<file path="config.mk">
export PLATFORM = sky130hd
export DESIGN_NAME = vram_arbiter
export DESIGN_NICKNAME = d
export VERILOG_FILES = /design/src/rtl/vram_arb_pkg.sv /design/src/rtl/arb_watchdog.sv /design/src/rtl/vram_arbiter.sv
export SDC_FILE = /design/constraint.sdc
export NUM_CORES = 1
export LEC_CHECK = 0
export BUFFER_PORTS_ARGS = -buffer_cell sky130_fd_sc_hd__buf_4
export CAP_MARGIN = 20
export CORE_MARGIN = 2
export CORE_UTILIZATION = 43
export CTS_CLUSTER_DIAMETER = 100
export DETAILED_ROUTE_END_ITERATION = 7
export GPL_TIMING_DRIVEN = 0
export PLACE_DENSITY_LB_ADDON = 0.15
export SETUP_SLACK_MARGIN = 0.02
export SKIP_LAST_GASP = 1
export SLEW_MARGIN = 20
export SYNTH_ARGS = -nofsm -noshare
export SYNTH_HDL_FRONTEND = slang
export SYNTH_SLANG_ARGS = --single-unit
</file>
<file path="constraint.sdc">
create_clock -name clk -period 1.6 [get_ports clk]
set_input_delay 0.16 -clock clk [delete_from_list [all_inputs] [get_ports clk]]
set_output_delay 0.16 -clock clk [all_outputs]
set_load 0.02 [all_outputs]
</file>
<file path="src/rtl/vram_arb_pkg.sv">
// ============================================================================
// vram_arb_pkg : shared state encoding, register map and status bit indices
// Revision     : 1.0
// ============================================================================
`default_nettype none

package vram_arb_pkg;

  localparam logic [1:0] c_ST_IDLE = 2'd0;
  localparam logic [1:0] c_ST_HREQ = 2'd1;
  localparam logic [1:0] c_ST_DMA  = 2'd2;
  localparam logic [1:0] c_ST_TURN = 2'd3;

  typedef enum logic [1:0] {
    ST_IDLE = c_ST_IDLE,
    ST_HREQ = c_ST_HREQ,
    ST_DMA  = c_ST_DMA,
    ST_TURN = c_ST_TURN
  } arb_state_t;

  localparam logic [1:0] c_REG_STATUS = 2'd0;
  localparam logic [1:0] c_REG_CNT_HI = 2'd1;
  localparam logic [1:0] c_REG_CNT_LO = 2'd2;
  localparam logic [1:0] c_REG_CNT_CL = 2'd3;

  localparam int c_BIT_WDF = 7;
  localparam int c_BIT_WIE = 6;
  localparam int c_BIT_ERR = 5;
  localparam int c_BIT_GNT = 0;

endpackage

`default_nettype wire

</file>
<file path="src/rtl/arb_watchdog.sv">
// ============================================================================
// arb_watchdog : hold-duration counter with a sticky overrun flag
// Revision     : 1.0
// ============================================================================
`default_nettype none

module arb_watchdog #(
  parameter int MAX_HOLD = 1023
) (
  input  logic clk,
  input  logic rst,
  input  logic vpu_hold,
  input  logic clr,
  output logic wdf
);

  localparam int            c_W     = $clog2(MAX_HOLD + 1);
  localparam logic [c_W-1:0] c_LIMIT = c_W'(MAX_HOLD);
  localparam logic [c_W-1:0] c_PRE   = c_W'(MAX_HOLD - 1);

  logic [c_W-1:0] r_cnt;
  logic           r_wdf;
  logic           w_hit;

  // Counter parks at the limit so a cleared flag is not re-armed by the same hold.
  assign w_hit = vpu_hold && (r_cnt == c_PRE);

  always_ff @(posedge clk) begin
    if (rst) begin
      r_cnt <= '0;
      r_wdf <= 1'b0;
    end else begin
      if (!vpu_hold)
        r_cnt <= '0;
      else if (r_cnt != c_LIMIT)
        r_cnt <= r_cnt + c_W'(1);

      if (w_hit)
        r_wdf <= 1'b1;
      else if (clr)
        r_wdf <= 1'b0;
    end
  end

  assign wdf = r_wdf;

endmodule

`default_nettype wire

</file>
<file path="src/rtl/vram_arbiter.sv">
// ============================================================================
// vram_arbiter : CPU / VPU-DMA memory port arbiter with stolen-cycle counter
// Revision     : 1.0
// ============================================================================
`default_nettype none

module vram_arbiter
  import vram_arb_pkg::*;
#(
  parameter int MAX_HOLD = 1023,
  parameter int CNT_W    = 16
) (
  input  logic        clk,
  input  logic        rst,
  input  logic [15:0] cpu_addr,
  input  logic [7:0]  cpu_wdata,
  input  logic        cpu_rw,
  input  logic        cpu_vma,
  input  logic        cpu_ba,
  output logic        cpu_halt,
  input  logic        vpu_hold,
  input  logic        vpu_vramcs,
  input  logic [15:0] vpu_addr,
  output logic [7:0]  vpu_data,
  output logic [15:0] mem_addr,
  output logic [7:0]  mem_wdata,
  output logic        mem_we,
  output logic        mem_cs,
  input  logic [7:0]  mem_rdata,
  input  logic [1:0]  AD,
  input  logic [7:0]  DI,
  output logic [7:0]  DO,
  input  logic        rw,
  input  logic        cs,
  output logic        irq
);

  arb_state_t       r_state;
  logic             r_halt;
  logic             r_wie;
  logic             r_err;
  logic [CNT_W-1:0] r_cnt;
  logic [7:0]       r_shadow;
  logic [7:0]       r_do;

  logic             w_rd;
  logic             w_wr;
  logic             w_clr_stat;
  logic             w_wdf;
  logic             w_gnt;
  logic [15:0]      w_cnt16;
  logic             w_unused;

  assign w_rd       = cs & rw;
  assign w_wr       = cs & ~rw;
  assign w_clr_stat = w_rd && (AD == c_REG_STATUS);
  assign w_gnt      = (r_state == ST_DMA);
  assign w_cnt16    = 16'(r_cnt);
  assign w_unused   = &{1'b0, DI[7], DI[5:0]};

  // Halt is registered alongside the state so it tracks state != IDLE exactly.
  always_ff @(posedge clk) begin
    if (rst) begin
      r_state <= ST_IDLE;
      r_halt  <= 1'b0;
    end else begin
      case (r_state)
        ST_IDLE: if (vpu_hold) begin
          r_state <= ST_HREQ;
          r_halt  <= 1'b1;
        end
        ST_HREQ: if (!vpu_hold) begin
          r_state <= ST_IDLE;
          r_halt  <= 1'b0;
        end else if (cpu_ba) begin
          r_state <= ST_DMA;
        end
        ST_DMA: if (!vpu_hold) r_state <= ST_TURN;
        ST_TURN: begin
          r_state <= ST_IDLE;
          r_halt  <= 1'b0;
        end
        default: begin
          r_state <= ST_IDLE;
          r_halt  <= 1'b0;
        end
      endcase
    end
  end

  always_comb begin
    mem_addr = cpu_addr;
    mem_cs   = 1'b0;
    mem_we   = 1'b0;
    case (r_state)
      ST_IDLE: begin
        mem_cs = cpu_vma;
        mem_we = cpu_vma & ~cpu_rw;
      end
      ST_DMA: begin
        mem_addr = vpu_addr;
        mem_cs   = vpu_vramcs;
      end
      default: ;
    endcase
  end

  always_ff @(posedge clk) begin
    if (rst) begin
      r_wie    <= 1'b0;
      r_err    <= 1'b0;
      r_cnt    <= '0;
      r_shadow <= '0;
      r_do     <= '0;
    end else begin
      if (vpu_vramcs && (r_state != ST_DMA))
        r_err <= 1'b1;
      else if (w_clr_stat)
        r_err <= 1'b0;

      if (w_wr && (AD == c_REG_STATUS))
        r_wie <= DI[c_BIT_WIE];

      if (w_wr && (AD == c_REG_CNT_CL))
        r_cnt <= '0;
      else if ((r_state != ST_IDLE) && (r_cnt != {CNT_W{1'b1}}))
        r_cnt <= r_cnt + CNT_W'(1);

      if (w_rd) begin
        case (AD)
          c_REG_STATUS: begin
            r_do            <= '0;
            r_do[c_BIT_WDF] <= w_wdf;
            r_do[c_BIT_WIE] <= r_wie;
            r_do[c_BIT_ERR] <= r_err;
            r_do[c_BIT_GNT] <= w_gnt;
          end
          c_REG_CNT_HI: begin
            r_do     <= w_cnt16[15:8];
            r_shadow <= w_cnt16[7:0];
          end
          c_REG_CNT_LO: r_do <= r_shadow;
          default:      r_do <= '0;
        endcase
      end
    end
  end

  arb_watchdog #(
    .MAX_HOLD (MAX_HOLD)
  ) u_watchdog (
    .clk      (clk),
    .rst      (rst),
    .vpu_hold (vpu_hold),
    .clr      (w_clr_stat),
    .wdf      (w_wdf)
  );

  assign cpu_halt  = r_halt;
  assign mem_wdata = cpu_wdata;
  assign vpu_data  = mem_rdata;
  assign DO        = r_do;
  assign irq       = w_wdf & r_wie;

endmodule

`default_nettype wire

</file>
# == Word-level counts from Yosys, hierarchy flattened ==
# Cells that the tools add are included.
# classes
multipliers,0
n_lt_le_gt_ge,0
n_reduce_logical,17
n_mux,15
n_eq_ne,14
shift,0
add_sub_neg,2
bitwise_logic,7
div_mod_pow,0
# op_table
op,count
$pmux 8 s3,1
$add 16x1->16 const B,1
$mux 16,1
$ne 16x16->1 const B,1
$add 10x1->10 const B,1
$eq 10x10->1 const B,1
$ne 10x10->1 const B,1
$eq 2x2->1 const B,4
$mux 2,4
$ne 2x2->1 const B,4
$pmux 2 s4,1
$logic_and 1x1->1,6
$mux 1,6
$reduce_and 3->1,2
$reduce_bool 2->1,3
$and 1x1->1,4
$eq 2x1->1 const B,2
$logic_not 2->1,2
$reduce_or 2->1,2
$ne 3x3->1 const B,1
$not 1->1,3
$pmux 1 s3,1
$reduce_bool 3->1,1
$pmux 1 s2,1
$reduce_and 2->1,1
# totals
in_bits,67
elab_cells,64
mem_bits_ro,0
reg_bits,48
ramBits,0
memories,0
out_inout_bits,44
latchBits,0

# == Logic depth before layout (Yosys ltp) ==
# Gate-level depths: netlist of the first run.
# logic_depth
word_depth,4
depth_mapped,7
depth_no_buf,5

# == Hierarchy ==
# From an unflattened synthesis of the first run, not the netlist that was laid out.
# hier_totals
cells_unflattened,308
area_unflattened_um2,2645.0
# by_module_without_submodules
mod,area_each_um2,cells_per_inst,instances,seq_area_each_um2
vram_arbiter,2113.3,248,1,740.7
arb_watchdog,531.8,60,1,220.2

# == Worst setup path before layout of the first run ==
# No wires, ideal clock.
# synth_path
path_type,register to output
startpoint,register (tool-made name)
endpoint,output mem_addr[10]
setup_slack_ns,-0.089
path_stages_with_launch,6
arrival_ns,1.529
required_ns,1.440
n_path_buf,3
path_cell_list,dfxtp_1 -> clkbuf_8 -> nor2b_1 -> clkbuf_1 -> buf_2 -> mux2_2
# synth_lines
element,line,text
"end, declared",vram_arbiter.sv:25,"output logic [15:0] mem_addr,"

# == Final worst setup path of the first run ==
# layout_path
startpoint,register r_state[0]
endpoint,output mem_addr[8]
# layout_via
elab_chain_cells,2
# layout_rtl
element,line,text
"start, declared",vram_arbiter.sv:38,arb_state_t r_state;
"start signal, assigned",vram_arbiter.sv:64,r_state <= ST_IDLE;
"start signal, assigned",vram_arbiter.sv:69,r_state <= ST_HREQ;
"start signal, assigned",vram_arbiter.sv:73,r_state <= ST_IDLE;
$eq 2x2->1,vram_arbiter.sv:95,case (r_state)
$mux 16,vram_arbiter.sv:95,
# Every way passes these cells.

==> impl_metrics.csv, run 1 <==
group,metric,value,unit
synth,synth_edf_count,0,
placed_design,hpwl,5340,um
grt,grt_pass1_wl,11900,um
clocking,cts.sinks,48,
critical_path,endpoint_kind,"output pin",
timing,worstMarginPinSlew,521,ps
critical_path,critPathKind,"flop to output pin",
synth,synth-async-reset-ratio,0,
synth,ys_types,46,
synth,ys_seq_area_frac,0.372,
critical_path,cp_data_arrival_time,1600,ps
min_path,hold_class,"input pin to flop",
pwr,power,2.59,mW
run_status,violations,"negative setup slack",
detailed_routing,wl,7820,um
detailed_routing,via_per_inst,5.51,
die,dieArea,6640,um2
clocking,cts_max_level,2,
finish,stdcell_count,499,
critical_path,slowest_delay,380,ps
pwr,ir_drop,0.419,mV
timing,finalSetupViolCount,27,
die,die_w,81.5,um
die,core_area,5850,um2
clocking,holdBufCountCts,0,
finish,layout-drive-gt1-share,0.479,
timing,fmax,569,MHz
synth,synth-compound-area-share,0.154,
die,die_h,81.5,um
clocking,path_clk_slew,90,ps
pwr,power_density,651,nW/um2
timing,hold_ws,105,ps
placed_design,gp_congestion,0.893,
clocking,cts_tree,"yes",
synth,yosysWarnings,0,
grt,grt.total_usage,0.229,
critical_path,crit_top_cell,"buf_8",
timing,finClkSkew,7.97,ps
grt,grt_overflow,0,
grt,grt_max_degree,15,
synth,synthesis.area,2580,um2
timing,fin_crit_sh,1.10,
synth,synthSimpleGateAreaFrac,0.258,
pwr,switching_share,0.276,
placed_design,dp_slack,-359,ps
synth,yosys_register_bits,48,
synth,synth_cells,304,
synth,synth_top_family_by_area,"simple AND/OR/NAND/NOR gates",
finish,diodes,0,
grt,grt_antenna_before_repair,0,
run_status,run_status,"finished, violations left",
die,ioPinCount,111,
finish,fin_nets,493,
finish,fillCellCount,456,
detailed_routing,route.detailed.drc,0,
critical_path,slowest_stage,"dfxtp_4",
timing,finalWorstSetupSlack,-158,ps
timing,drv_slew,0,
pwr,p_int,1.88,mW
detailed_routing,first_pass_iters,4,
critical_path,cp.required,1440,ps
critical_path,crit_chain,"nor2b_4 -> buf_8 -> buf_12 -> buf_8 -> mux2_4 -> buf_6",
synth,synth_fa_ha_area_frac,0.0145,
clocking,cts_root_buf,"clkbuf_8",
timing,fin_crit,1760,ps
finish,final_util,0.680,
placed_design,placed_cell_area,3340,um2
synth,synth_nets,374,
synth,synth_ff_type,"dfxtp_1",
timing,slew-limit-headroom,0.653,
placed_design,dp_cells,463,
timing,finalSetupTns,-2580,ps
timing,hold_violations,0,
clocking,clock_latency,300,ps
pwr,p_leak,1.66,nW
pwr,pwr-share-comb,0.231,
die,placement_rows,28,
pwr,pwr-share-seq,0.477,
placed_design,port_buffers,84,
detailed_routing,vias,2747,
die,initial_core_util,0.442,
critical_path,startpoint_type,"flop",
detailed_routing,wire_per_inst,15.7,um
clocking,cts_made_buffers,5,
synth,synth.avg_cell_area,8.50,um2
finish,design_area,3980,um2
detailed_routing,antenna_left,0,
synth,synthMuxAreaShare,0.105,
clocking,ctsLongestPathBuffers,2,
run,cap_violations,0,
timing,rsz0062_at_grt,"yes",
finish,syn_to_final_growth,54.0,%
grt,grt_pass1_vias,2539,
synth,synth-xor-area-share,0.0169,
detailed_routing,drt_iter0_markers,97,
pwr,pwr-share-clk,0.292,
critical_path,crit_fanout,6,
pwr,switchingPower,0.715,mW
worst paths after layout:
path	startpoint	end	slack, ps	depth (start not counted)
setup / recovery	r_state[0]	mem_addr[8]	-160	6
hold / removal	DI[6]	r_wie	110	3
setup reg to reg	r_cnt[7]	r_cnt[15]	-120	4
hold reg to reg	r_shadow[6]	r_shadow[6]	460	2
what timing repair did:
action | in CTS | in global routing
resized for setup | 55 | 26
buffers inserted | 17 | 11
pin swaps | 4 | 9
cloned | 1 | 0
setup endpoints to repair | 33 | 35
synthesized netlist by cell type (all sizes together) (3+ instances only):
master	count	area, um2
o21ai	7	35.0
a21oi	26	130
nor4	3	18.8
or3	8	51.3
clkbuf	10	47.5
nand3	9	45.0
and3	3	18.8
or2	3	18.8
or4	7	56.3
mux2	16	180
dfxtp	48	961
nor2b	5	31.3
nor2	30	113
o31ai	8	60.1
a211oi	5	37.5
buf	20	153
nand4	7	50.1
nand2	29	109
ha	3	37.5
nor3	12	60.1
nand2b	4	25.0
mux2i	9	90.1
a31oi	4	25.0
and2	4	25.0
a221oi	4	35.0
xnor2	3	26.3
flip-flops by register name (all words and copies together) (netlist names), named ones only:
name              count
r_err                 1
r_wie                 1
u_watchdog.wdf        1
u_watchdog.r_cnt     10
cpu_halt              1
r_shadow              8
r_state               1
DO                    8
r_cnt                16
critical path: cells and delay by family, from the launching register on:
kind                   cells  cell delay (ps)
buffers and inverters      4              500
DFF                        1              380
muxes                      1              300
and+or+nand+nor            1              120
placed cells by master (no fill, tap or decap), drive strengths merged, types with 9 or more instances in the layout:
cell type,n
nor2,30
nand3,9
nand2,29
clkbuf,14
mux2,16
buf,134
a21oi,26
mux2i,9
nor3,12
dfxtp,48
layout make-up:
class                   count  area, um2  share of cell area
well taps                  75       93.8              0.0236
inverters                   2       7.51             0.00189
multi-input cells         224       1610               0.406
plain buffers              29        208              0.0522
clock inverters             2       10.0             0.00251
clock buffers               6       82.6              0.0207
flip-flops and latches     48       1020               0.256
repair buffers            113        946               0.238
power groups by stage:
stage / Combinational, mW / Clock, mW / Sequential [mW]
after floorplan: 0.264 / 0 / 1.29
after global placement: 0.495 / 0 / 1.27
after detailed placement: 0.498 / 0 / 1.27
after CTS: 0.559 / 0.758 / 1.24
after global routing: 0.639 / 0.811 / 1.24
final: 0.599 / 0.757 / 1.24
per-layer routing:
layer / track usage / up-vias / wire, um
met5: 0 / - / 0
met4: 0.0441 / 0 / 46
met3: 0.0549 / 4 / 518
met2: 0.430 / 111 / 4160
met1: 0.263 / 1302 / 3090
li1: - / 1330 / -
cells by family (layout without fill, tap and decap cells):
logic type / Yosys count / count (layout)
compound gates: 62 / 62
xor+xnor: 5 / 5
fa+ha+maj: 3 / 3
simple gates: 129 / 129
buf+inv: 32 / 152
mux: 25 / 25
flops: 48 / 48
(Power assumes the default switching activity.)
==> run 2, diff against run 1 <==
CELL_PAD_IN_SITES_DETAIL_PLACEMENT = 1   (was default)
CELL_PAD_IN_SITES_GLOBAL_PLACEMENT = 2   (was default)
CORE_UTILIZATION = 24   (was 43)
==> impl_metrics.csv, run 2 (synthesis results as in run 1) <==
group,metric,value,unit
run_status,run_status,"finished, violations left",
run_status,violations,"negative setup slack",
clocking,cts_max_level,2,
placed_design,dp_slack,-443,ps
detailed_routing,route.detailed.drc,0,
clocking,holdBufCountCts,0,
clocking,cts.sinks,48,
detailed_routing,wire_per_inst,15.3,um
clocking,clock_latency,300,ps
timing,finalSetupTns,-868,ps
finish,largest-register,"r_cnt",
die,ioPinCount,111,
finish,reg.largest.list,"r_cnt: 16 flops, u_watchdog.r_cnt: 10 flops",
critical_path,crit_fanout,5,
finish,layout-drive-gt1-share,0.490,
timing,fmax,601,MHz
run,cap_violations,0,
min_path,hold_class,"input pin to flop",
timing,finalSetupViolCount,17,
finish,final_common_cell,"buf_4",
finish,syn_to_final_growth,62.8,%
critical_path,cp.required,1440,ps
placed_design,gp_congestion,0.703,
timing,fin_crit,1660,ps
grt,grt_max_degree,15,
placed_design,placed_cell_area,3410,um2
die,dieArea,11600,um2
timing,drv_slew,0,
clocking,path_clk_slew,90,ps
critical_path,crit_chain,"nor2b_4 -> buf_8 -> buf_6 -> mux2_4 -> buf_6",
pwr,ir_drop,0.315,mV
die,placement_rows,37,
pwr,switching_share,0.257,
placed_design,hpwl,6080,um
critical_path,critPathKind,"flop to output pin",
die,die_h,108,um
critical_path,cp_data_arrival_time,1500,ps
finish,largest_register_ffs,16,
detailed_routing,first_pass_iters,4,
grt,grt_antenna_before_repair,0,
pwr,power_density,672,nW/um2
critical_path,startpoint_type,"flop",
pwr,pwr-share-comb,0.220,
detailed_routing,antenna_left,0,
pwr,pwr-share-clk,0.343,
detailed_routing,via_per_inst,4.81,
grt,grt_overflow,0,
timing,fin_crit_sh,1.04,
pwr,pwr-share-seq,0.437,
pwr,p_int,2.10,mW
timing,rsz0062_at_grt,"yes",
finish,design_area,4210,um2
critical_path,slowest_stage,"dfxtp_4",
clocking,cts_made_buffers,5,
critical_path,slowest_delay,380,ps
clocking,cts_root_buf,"clkbuf_8",
timing,worstMarginPinSlew,576,ps
die,initial_core_util,0.249,
grt,grt_pass1_vias,2787,
pwr,switchingPower,0.727,mW
pwr,p_leak,1.75,nW
timing,hold_violations,0,
clocking,cts_tree,"yes",
critical_path,reg2reg_slack,-60,ps
timing,finalWorstSetupSlack,-62.9,ps
grt,grt.total_usage,0.149,
placed_design,port_buffers,84,
pwr,power,2.83,mW
critical_path,endpoint_kind,"output pin",
finish,final_cell_mix,"112 x buf_4, 30 x nor2_1, 29 x dfxtp_1, 28 x nand2_1, 25 x buf_6",
finish,fin_nets,501,
critical_path,crit_top_cell,"buf_6",
finish,diodes,0,
timing,finClkSkew,7.77,ps
die,core_area,10400,um2
detailed_routing,vias,2730,
timing,slew-limit-headroom,0.616,
detailed_routing,drt_iter0_markers,71,
grt,grt_pass1_wl,13900,um
clocking,ctsLongestPathBuffers,2,
die,die_w,108,um
detailed_routing,wl,8700,um
finish,fillCellCount,1222,
[run 2: critical path: cells and delay by family, from the launching register on]
family	cells	cell delay, ps
multiplexers	1	310
flip-flops	1	380
AND/OR/NAND/NOR	1	120
buffers and inverters	3	400
[run 2: power groups by stage]
stage,logic [mW],registers (mW),clock network (mW)
2_1_floorplan,0.264,1.29,0
3_3_place_gp,0.499,1.27,0
3_5_place_dp,0.504,1.28,0
4_1_cts,0.597,1.24,1.01
5_1_grt,0.669,1.24,1.05
6_report,0.622,1.24,0.969
[run 2: timing repair]
action                     in CTS  in global routing
buffers inserted               28                  8
setup endpoints to repair      36                 35
resized for setup              75                 24
pin swaps                       8                 11
gates cloned                    1                  0
[run 2: area by class of cell]
cell class / instances / area (um2) / area share
multi-input combinational: 224 / 1650 / 0.393
timing repair buffer: 121 / 1030 / 0.244
sequential: 48 / 1020 / 0.242
buffer: 29 / 208 / 0.0494
tap: 136 / 170 / 0.0405
clock buffer: 6 / 93.8 / 0.0223
clock inverter: 1 / 30.0 / 0.00714
inverter: 2 / 7.51 / 0.00178
[run 2: stage by stage]
step | cells | utilization | hold slack, ps
finish | 567 | 0.406 | 90.3
global route | 567 | 0.406 | 94.5
CTS | 560 | 0.390 | 82.6
detailed placement | 524 | 0.329 | 406
global placement | 524 | 0.329 | 402
floorplan | 304 | - | 307
[run 2: final timing paths]
path          startpoint      endpoint  cells after the start
min reg2reg  r_shadow[0]   r_shadow[0]                      2
max           r_state[0]  mem_addr[15]                      5
min                DI[6]         r_wie                      3
max reg2reg     r_cnt[5]     r_cnt[15]                      4
[run 2: per-layer routing]
layer,track usage,vias up,part of all wire
li1,-,1343,-
met1,0.181,1291,0.43
met2,0.267,91,0.50
met3,0.0400,5,0.065
met4,0.0247,0,0.0056
met5,0,-,0
==> run 3, diff against run 2 <==
REMOVE_ABC_BUFFERS = 1   (was default)
==> impl_metrics.csv, run 3 (synthesis results as in run 1) <==
group,metric,value,unit
critical_path,cp_data_arrival_time,1930,ps
finish,final_common_cell,"buf_4",
finish,stdcell_count,522,
finish,fillCellCount,1237,
timing,hold_violations,0,
placed_design,dp_slack,-499,ps
grt,grt_antenna_before_repair,0,
finish,diodes,0,
min_path,hold-path-cell-count,3,
finish,final_util,0.357,
die,ioPinCount,111,
timing,fin_crit,1690,ps
finish,layout-drive-gt1-share,0.443,
critical_path,path_delay_family,"simple AND/OR/NAND/NOR gates",
detailed_routing,wire_per_inst,16.5,um
die,core_area,10400,um2
grt,grt_overflow,0,
detailed_routing,vias,2598,
clocking,cts_tree,"yes",
finish,reg.largest.list,"r_cnt: 16 flops, u_watchdog.r_cnt: 10 flops",
pwr,power_density,741,nW/um2
critical_path,critPathKind,"flop to flop",
finish,syn_to_final_growth,43.3,%
grt,grt.total_usage,0.150,
clocking,holdBufCountCts,0,
grt,grt_pass1_vias,2716,
min_path,hold_class,"input pin to flop",
detailed_routing,via_per_inst,4.98,
detailed_routing,antenna_left,0,
critical_path,worst_r2r_endpoint,"r_cnt[15]",
die,dieArea,11600,um2
critical_path,worst-path-buf-inv,0,
detailed_routing,wl,8610,um
placed_design,port_buffers,71,
finish,design_area,3700,um2
detailed_routing,drt_iter0_markers,91,
finish,largest-register,"r_cnt",
clocking,cts_root_buf,"clkbuf_8",
pwr,power,2.74,mW
timing,fmax,592,MHz
die,die_h,108,um
detailed_routing,route.detailed.drc,0,
grt,grt_max_degree,27,
detailed_routing,first_pass_iters,4,
critical_path,crit_chain,"nand4_1 -> or4_4 -> or4_1 -> a21oi_1",
timing,finalWorstSetupSlack,-87.8,ps
critical_path,cp.required,1850,ps
timing,slew-limit-headroom,0.598,
critical_path,crit_fanout,4,
critical_path,r2r_cells,4,
timing,worstMarginPinSlew,602,ps
placed_design,placed_cell_area,3100,um2
placed_design,gp_congestion,0.669,
critical_path,crit-reg2reg-launch,"r_cnt[9]",
finish,largest_register_ffs,16,
timing,finClkSkew,17.1,ps
die,die_w,108,um
pwr,p_leak,1.44,nW
finish,regArea,1020,um2
pwr,ir_drop,0.351,mV
clocking,ctsLongestPathBuffers,2,
timing,finalSetupViolCount,20,
clocking,path_clk_slew,100,ps
min_path,min_to,"r_wie",
run_status,run_status,"finished, violations left",
finish,fin_nets,455,
finish,multi_input_area,1570,um2
timing,rsz0062_at_grt,"yes",
clocking,cts.sinks,48,
timing,drv_slew,0,
clocking,clock_latency,310,ps
die,initial_core_util,0.249,
clocking,cts_made_buffers,5,
placed_design,dp_cells,482,
critical_path,endpoint_kind,"flop",
finish,final_cell_mix,"98 x buf_4, 30 x dfxtp_1, 30 x nor2_1, 28 x nand2_1, 22 x a21oi_1",
timing,finalSetupTns,-662,ps
min_path,holdCritStartpoint,"DI[6]",
run_status,violations,"negative setup slack",
clocking,cts_max_level,2,
placed_design,hpwl,5960,um
die,placement_rows,37,
critical_path,slowest_stage,"or4_4",
run,cap_violations,0,
grt,grt_pass1_wl,13800,um
critical_path,slowest_delay,590,ps
critical_path,reg2reg_slack,-90,ps
timing,hold_ws,72.4,ps
timing,fin_crit_sh,1.05,
critical_path,startpoint_type,"flop",
-- run 3: cell count changes in the layout (fill, tap and decap cells not counted), moves of 2 or more --
cell / change
buf_4: -14
mux2_4: -16
clkbuf_1: -8
or4_4: +2
dfxtp_2: -2
mux2_2: +16
or4_1: -2
buf_6: -21
-- run 3: how the worst max path moves through the flow --
stage / to / cells past startpoint / slack, ps / start
finish: r_cnt[15] / 4 / -90 / r_cnt[9]
global route: r_cnt[15] / 4 / -130 / r_cnt[9]
CTS: r_cnt[15] / 4 / -90 / r_cnt[8]
detailed placement: r_cnt[14] / 4 / -500 / r_cnt[12]
global placement: DO[0] / 4 / -1090 / flop
floorplan: mem_addr[0] / 2 / -330 / flop
-- run 3: per-layer routing --
| layer | part of all wire | global-route usage | vias to the layer above |
|---|---|---|---|
| li1 | - | - | 1253 |
| met1 | 0.44 | 0.187 | 1242 |
| met2 | 0.47 | 0.249 | 95 |
| met5 | 0 | 0 | - |
| met4 | 0.0088 | 0.0385 | 0 |
| met3 | 0.076 | 0.0490 | 8 |
-- run 3: where the power goes --
| part | switching [mW] | internal, mW | leakage, nW |
|---|---|---|---|
| Clock | 0.442 | 0.629 | 0.0687 |
| Combinational | 0.215 | 0.219 | 0.969 |
| Sequential | 0.0305 | 1.21 | 0.402 |
-- run 3: worst reg2reg max path, cell delays in order (launching register included) --
cell and delay [ps]:
dfxtp_4 380, nand4_1 130, or4_4 590, or4_1 410, a21oi_1 120
-- run 3: area by class of cell --
type,count,area share
multi-input cells,225,0.425
flip-flops and latches,48,0.275
repair buffers,103,0.215
well taps,136,0.0459
clock buffers,5,0.0186
clock inverters,3,0.0186
inverters,2,0.00203
-- run 3: repair_timing --
action / CTS / global route
cloned: 0 / 1
setup buffers: 24 / 7
endpoints found under the hold margin: 0 / 0
endpoints found under the setup margin: 38 / 34
resized for setup: 49 / 17
pin swaps: 10 / 15
